**config.mk**
```make
export PLATFORM = sky130hd
export DESIGN_NAME = mem_ctrl
export DESIGN_NICKNAME = d
export VERILOG_FILES = /design/src/rtl/mem_ctrl.sv
export SDC_FILE = /design/constraint.sdc
export NUM_CORES = 1
export LEC_CHECK = 0
export ABC_AREA = 1
export BUFFER_PORTS_ARGS = -buffer_cell sky130_fd_sc_hd__buf_2
export CAP_MARGIN = 20
export CELL_PAD_IN_SITES_DETAIL_PLACEMENT = 1
export CELL_PAD_IN_SITES_GLOBAL_PLACEMENT = 2
export CORE_MARGIN = 2
export CORE_UTILIZATION = 33
export CTS_CLUSTER_DIAMETER = 100
export DETAILED_ROUTE_END_ITERATION = 12
export PLACE_DENSITY = 0.85
export SLEW_MARGIN = 15
export SYNTH_ARGS = -nofsm -noshare
export SYNTH_HDL_FRONTEND = slang
export SYNTH_SLANG_ARGS = --single-unit
export TNS_END_PERCENT = 20
```
**constraint.sdc**
```tcl
create_clock -name clk_in -period 4 [get_ports clk_in]
set_input_delay 0.4 -clock clk_in [delete_from_list [all_inputs] [get_ports clk_in]]
set_output_delay 0.4 -clock clk_in [all_outputs]
set_load 0.02 [all_outputs]
```
**src/rtl/mem_ctrl.sv**
```systemverilog
// Byte-serial memory controller: arbitrates a fetch port and a load/store port onto a
// single 8-bit RAM interface, assembling little-endian words on reads and splitting them
// on writes.
module mem_ctrl (
  input  logic        clk_in,
  input  logic        rst_in,
  input  logic        rdy_in,
  input  logic        clear,
  input  logic        if_req,
  input  logic [31:0] if_addr,
  output logic        if_done,
  output logic [31:0] if_data,
  input  logic        ls_req,
  input  logic        ls_wr,
  input  logic [1:0]  ls_size,
  input  logic [31:0] ls_addr,
  input  logic [31:0] ls_wdata,
  output logic        ls_done,
  output logic [31:0] ls_rdata,
  input  logic [7:0]  mem_din,
  input  logic        io_buffer_full,
  output logic [7:0]  mem_dout,
  output logic [31:0] mem_a,
  output logic        mem_wr
);

  typedef enum logic [1:0] {StIdle, StRd, StWr} state_e;

  state_e      state_q, state_d;
  logic [1:0]  cnt_q, cnt_d;
  logic [1:0]  last_idx_q, last_idx_d;   // index of the final byte (N-1)
  logic        last_ls_q, last_ls_d;     // 1: LS was granted last, 0: IF
  logic        is_ls_q, is_ls_d;         // current transaction belongs to LS
  logic [31:0] wdata_q, wdata_d;
  logic [31:0] rbuf_q, rbuf_d;
  logic [31:0] mem_a_q, mem_a_d;
  logic [7:0]  mem_dout_q, mem_dout_d;
  logic        mem_wr_q, mem_wr_d;
  logic        if_done_q, if_done_d;
  logic        ls_done_q, ls_done_d;
  logic [31:0] if_data_q, if_data_d;
  logic [31:0] ls_rdata_q, ls_rdata_d;

  logic        io_addr;
  logic        if_elig, ls_elig;
  logic        grant_ls, grant_if;
  logic [1:0]  nxt_cnt;
  logic [31:0] rd_word;
  logic [31:0] wr_shift;

  // Map access size to the index of its last byte; size 3 behaves as a word.
  function automatic logic [1:0] size_last(input logic [1:0] sz);
    case (sz)
      2'd0:    return 2'd0;
      2'd1:    return 2'd1;
      default: return 2'd3;
    endcase
  endfunction

  // Eligibility, arbitration and datapath helpers.
  always_comb begin
    io_addr  = (ls_addr == 32'h0003_0000) || (ls_addr == 32'h0003_0004);
    // A port whose done is high is finishing; its held request must not be re-accepted.
    if_elig  = if_req && !if_done_q;
    ls_elig  = ls_req && !ls_done_q && !(ls_wr && io_addr && io_buffer_full);
    grant_ls = ls_elig && (!if_elig || !last_ls_q);
    grant_if = if_elig && !grant_ls;
    nxt_cnt  = cnt_q + 2'd1;
    // Bytes above the current index are still zero, giving zero-extension for free.
    rd_word  = rbuf_q | ({24'b0, mem_din} << {cnt_q, 3'b000});
    wr_shift = wdata_q >> {nxt_cnt, 3'b000};
  end

  // Next-state and output register updates.
  always_comb begin
    state_d    = state_q;
    cnt_d      = cnt_q;
    last_idx_d = last_idx_q;
    last_ls_d  = last_ls_q;
    is_ls_d    = is_ls_q;
    wdata_d    = wdata_q;
    rbuf_d     = rbuf_q;
    mem_a_d    = mem_a_q;
    mem_dout_d = mem_dout_q;
    mem_wr_d   = mem_wr_q;
    if_done_d  = if_done_q;
    ls_done_d  = ls_done_q;
    if_data_d  = if_data_q;
    ls_rdata_d = ls_rdata_q;

    if (rdy_in) begin
      if_done_d = 1'b0;
      ls_done_d = 1'b0;
      unique case (state_q)
        StIdle: begin
          if (!clear && (grant_ls || grant_if)) begin
            last_ls_d = grant_ls;
            is_ls_d   = grant_ls;
            cnt_d     = 2'd0;
            rbuf_d    = 32'b0;
            if (grant_ls) begin
              mem_a_d    = ls_addr;
              last_idx_d = size_last(ls_size);
              wdata_d    = ls_wdata;
              if (ls_wr) begin
                state_d    = StWr;
                mem_dout_d = ls_wdata[7:0];
                mem_wr_d   = 1'b1;
              end else begin
                state_d = StRd;
              end
            end else begin
              mem_a_d    = if_addr;
              last_idx_d = 2'd3;
              state_d    = StRd;
            end
          end
        end
        StRd: begin
          if (clear) begin
            state_d = StIdle;
          end else if (cnt_q == last_idx_q) begin
            state_d = StIdle;
            if (is_ls_q) begin
              ls_done_d  = 1'b1;
              ls_rdata_d = rd_word;
            end else begin
              if_done_d = 1'b1;
              if_data_d = rd_word;
            end
          end else begin
            rbuf_d  = rd_word;
            cnt_d   = nxt_cnt;
            mem_a_d = mem_a_q + 32'd1;
          end
        end
        StWr: begin
          // Stores ignore clear: once bytes reach memory the access must finish.
          if (cnt_q == last_idx_q) begin
            state_d   = StIdle;
            mem_wr_d  = 1'b0;
            ls_done_d = 1'b1;
          end else begin
            cnt_d      = nxt_cnt;
            mem_a_d    = mem_a_q + 32'd1;
            mem_dout_d = wr_shift[7:0];
          end
        end
        default: begin
          state_d  = StIdle;
          mem_wr_d = 1'b0;
        end
      endcase
    end
  end

  // State registers with asynchronous active-low reset.
  always_ff @(posedge clk_in or negedge rst_in) begin
    if (!rst_in) begin
      state_q    <= StIdle;
      cnt_q      <= 2'd0;
      last_idx_q <= 2'd0;
      last_ls_q  <= 1'b0;
      is_ls_q    <= 1'b0;
      wdata_q    <= 32'b0;
      rbuf_q     <= 32'b0;
      mem_a_q    <= 32'b0;
      mem_dout_q <= 8'b0;
      mem_wr_q   <= 1'b0;
      if_done_q  <= 1'b0;
      ls_done_q  <= 1'b0;
      if_data_q  <= 32'b0;
      ls_rdata_q <= 32'b0;
    end else begin
      state_q    <= state_d;
      cnt_q      <= cnt_d;
      last_idx_q <= last_idx_d;
      last_ls_q  <= last_ls_d;
      is_ls_q    <= is_ls_d;
      wdata_q    <= wdata_d;
      rbuf_q     <= rbuf_d;
      mem_a_q    <= mem_a_d;
      mem_dout_q <= mem_dout_d;
      mem_wr_q   <= mem_wr_d;
      if_done_q  <= if_done_d;
      ls_done_q  <= ls_done_d;
      if_data_q  <= if_data_d;
      ls_rdata_q <= ls_rdata_d;
    end
  end

  assign if_done  = if_done_q;
  assign if_data  = if_data_q;
  assign ls_done  = ls_done_q;
  assign ls_rdata = ls_rdata_q;
  assign mem_dout = mem_dout_q;
  assign mem_a    = mem_a_q;
  assign mem_wr   = mem_wr_q;

endmodule

```
==> results.yml <==
run_status:
  status: "finished, final reports clean"
run:
  drv_cap: 0
clock_tree:
  post_cts_buffers: 0
  cts_max_level: 4
  cts-root-buf: "clkbuf_16"
  cts_resized: 0
  hold_buffers: 0
  cts_sinks: 178
  cts_tree: "done"
  clock_latency_ns: 0.44
  clk_pin_slew_ns: 0.08
  cts_max_path_buffers: 2
  cts_buffers: 17
floorplan:
  start_util_pct: 33.3
  rows: 63
  die_area_um2: 31100
  dieHeight_um: 176
  chipWidth_um: 176
  core_um2: 29500
  io_pins: 221
worst_setup_path:
  timing.rr.start: "is_ls_q"
  startpoint_type: "flop"
  reg2reg_slack_ns: 1.10
  crit_path_frequent_cell: "nand2_4"
  crit_type: "reg2reg"
  critPathCaptureType: "flop"
  required_ns: 4.32
  worstPathMaxFanout: 49
  r2r_cells: 10
  setup.worst_path.start: "is_ls_q"
  slowest_delay_ns: 0.75
  crit_slowest_cell: "nand3_2"
  path_cells: "inv_2 > o211ai_1 > inv_2 > nand2_4 > nand2_2 > nand2_4 > nand2_4 > nand3_2 > nand2_1 > nand2_1"
  worstReg2RegEnd: "rbuf_q[8]"
  worstPathArrival_ns: 3.22
yosys:
  synth_ff_type: "dfrtp_1"
  synth_seq_cells: 178
  seq_area_frac_synth_pct: 45.4
  syn-num-nets: 1452
  synth_top_area_cell: "dfrtp_1"
  ys_async_sr_fraction_pct: 100
  synth_edf_count: 0
  synthTopCellsByArea: "dfrtp_1 (45%), nand2_1 (18%), nand3_1 (6.4%)"
  synth.distinct_cells: 41
  syn_avg_cell_area_um2: 7.36
  synth_top_area_share_pct: 45.4
  synth_area_um2: 9810
  synthCells: 1333
  ys_warn_count: 0
sta:
  tightestPinTransition_ns: 0.955
  rsz0062_at_grt: "false"
  slew_viol_final: 0
  layout_min_cycle_time_ns: 2.90
  fin_crit_sh_pct: 72.5
  skew_ns: 0.0165
  slew_headroom_pct: 36.2
  finalHoldViolCount: 0
  max_freq_mhz: 345
  tns_ns: 0
  setup_viol: 0
pwr:
  ir_drop_uv: 369
  p_leak_nw: 6.31
  powerDensity_nw_per_um2: 777
place:
  placed_area_um2: 11200
  place.gp.congestion: 0.838
  port_buffers: 220
  dp_hpwl_um: 24000
worst_hold_path:
  worstHoldPathType: "in2async"
drt:
  antenna_left: 0
  wire_per_inst_um: 17.6
  viasPerCell: 5.03
  dr_total_vias: 9641
  drc: 0
  drtIter0Drc: 543
  firstDrtPassIters: 5
  drt-total-wl_um: 33700
layout:
  fillers: 3757
  regArea_um2: 4450
  stdcell_area_um2: 11800
  drive_gt1_share_pct: 19.5
  nNetsFinal: 1631
  multi_input_area_um2: 4510
  areaGrowthSynthToFinish_pct: 20.0
global_routing:
  first_global_vias: 10100
  track_usage_pct: 22.2
  grt_pass1_wl_um: 54900
  antenna_found_initial: 1
  grt_max_degree: 84
  grt_overflow: 0
metrics by stage:
stage	total power, mW	util [%]	worst slack [ns]	cells	hold slack [ns]
2_1_floorplan	5.98	-	2.20	1333	0.104
3_3_place_gp	7.35	37.8	0.969	1882	0.448
3_5_place_dp	7.49	37.9	0.847	1883	0.454
4_1_cts	9.22	39.9	1.11	1915	0.0263
5_1_grt	9.89	39.9	0.847	1915	0.0581
6_report	9.13	39.9	1.10	1916	0.00692
synth_stat cells (9+ instances only):
| master | number |
|---|---|
| nand3b_1 | 23 |
| o21ai_0 | 82 |
| nor3_1 | 13 |
| nand2_1 | 477 |
| o21bai_1 | 17 |
| clkbuf_1 | 28 |
| dfrtp_1 | 178 |
| a21oi_1 | 19 |
| nor2_1 | 74 |
| xor2_1 | 9 |
| inv_1 | 116 |
| o21ai_1 | 11 |
| nand4_1 | 49 |
| buf_2 | 27 |
| nand3_1 | 126 |
layer usage:
layer	wire, µm	vias up	global-route usage [%]
li1	-	4675	-
met1	15500	4719	30.1
met2	16300	220	37.5
met3	1450	27	3.21
met4	469	0	5.30
met5	0	-	0
worst max path at each step:
| stage | endpoint | slack, ns | cells after the start |
|---|---|---|---|
| final | rbuf_q[8] | 1.10 | 10 |
| after global routing | rbuf_q[8] | 0.85 | 11 |
| after CTS | rbuf_q[8] | 1.11 | 10 |
| after detailed placement | rbuf_q[10] | 0.85 | 12 |
| after global placement | rbuf_q[20] | 0.97 | 12 |
| after floorplan | mem_a[20] | 2.20 | 11 |
state kept, by name (all words and copies together), names as in the netlist:
register and flops:
wdata_q 32, mem_a 32, if_data 32, is_ls_q 1, cnt_q 2, ls_rdata 32, mem_dout 8, rbuf_q 32
if_done 1, ls_done 1, state_q 2, last_idx_q 2, mem_wr 1
cells by family (layout without fill, tap and decap cells):
| kind of cell | after synthesis | after routing | synth area share, % |
|---|---|---|---|
| fa+ha+maj | 5 | 5 | 0.638 |
| other cells | 0 | 1 | 0 |
| xor+xnor | 13 | 13 | 1.16 |
| buf+inv | 201 | 393 | 8.80 |
| flops | 178 | 178 | 45.4 |
| compound gates | 159 | 159 | 9.49 |
| simple gates | 777 | 777 | 34.5 |
final cells by class:
| class | instances | share of cell area [%] |
|---|---|---|
| diodes | 1 | 0.0213 |
| flip-flops and latches | 178 | 37.9 |
| well taps | 390 | 4.15 |
| clock inverters | 14 | 1.37 |
| multi-input cells | 954 | 38.3 |
| inverters | 126 | 4.02 |
| clock buffers | 18 | 3.65 |
| repair buffers | 235 | 10.6 |
worst max-delay path, delay by kind of cell (launching register included):
| kind | cells | cell delay, ns |
|---|---|---|
| and+or+nand+nor | 7 | 2.05 |
| buffers and inverters | 2 | 0.19 |
| DFF | 1 | 0.39 |
| AOI/OAI and AO/OA | 1 | 0.11 |
power breakdown:
group	leakage (nW)	switching, mW	internal (mW)
Combinational	3.68	3.06	1.30
Clock	0.284	0.857	0.841
Sequential	2.35	0.588	2.49
Total	6.31	4.50	4.63
layout by cell type, fill, tap and decap left out, drive strengths merged:
master and n:
nand2 481, buf 235, dfrtp 178, nand3 130
inv 129, o21ai 93, nor2 75, nand4 49
nand3b 23, a21oi 20, clkbuf 18, o21bai 17
nor3 13, clkinv 10, xor2 9, a31o 8
a31oi 8, a32oi 7, ha 5, xnor2 4
or2 2, a21o 2, diode 1, and2 1
o211ai 1, nand2b 1, nor4 1, and3 1
o22ai 1, a22o 1, a22oi 1, clkinvlp 1
(Power assumes the default switching activity.)
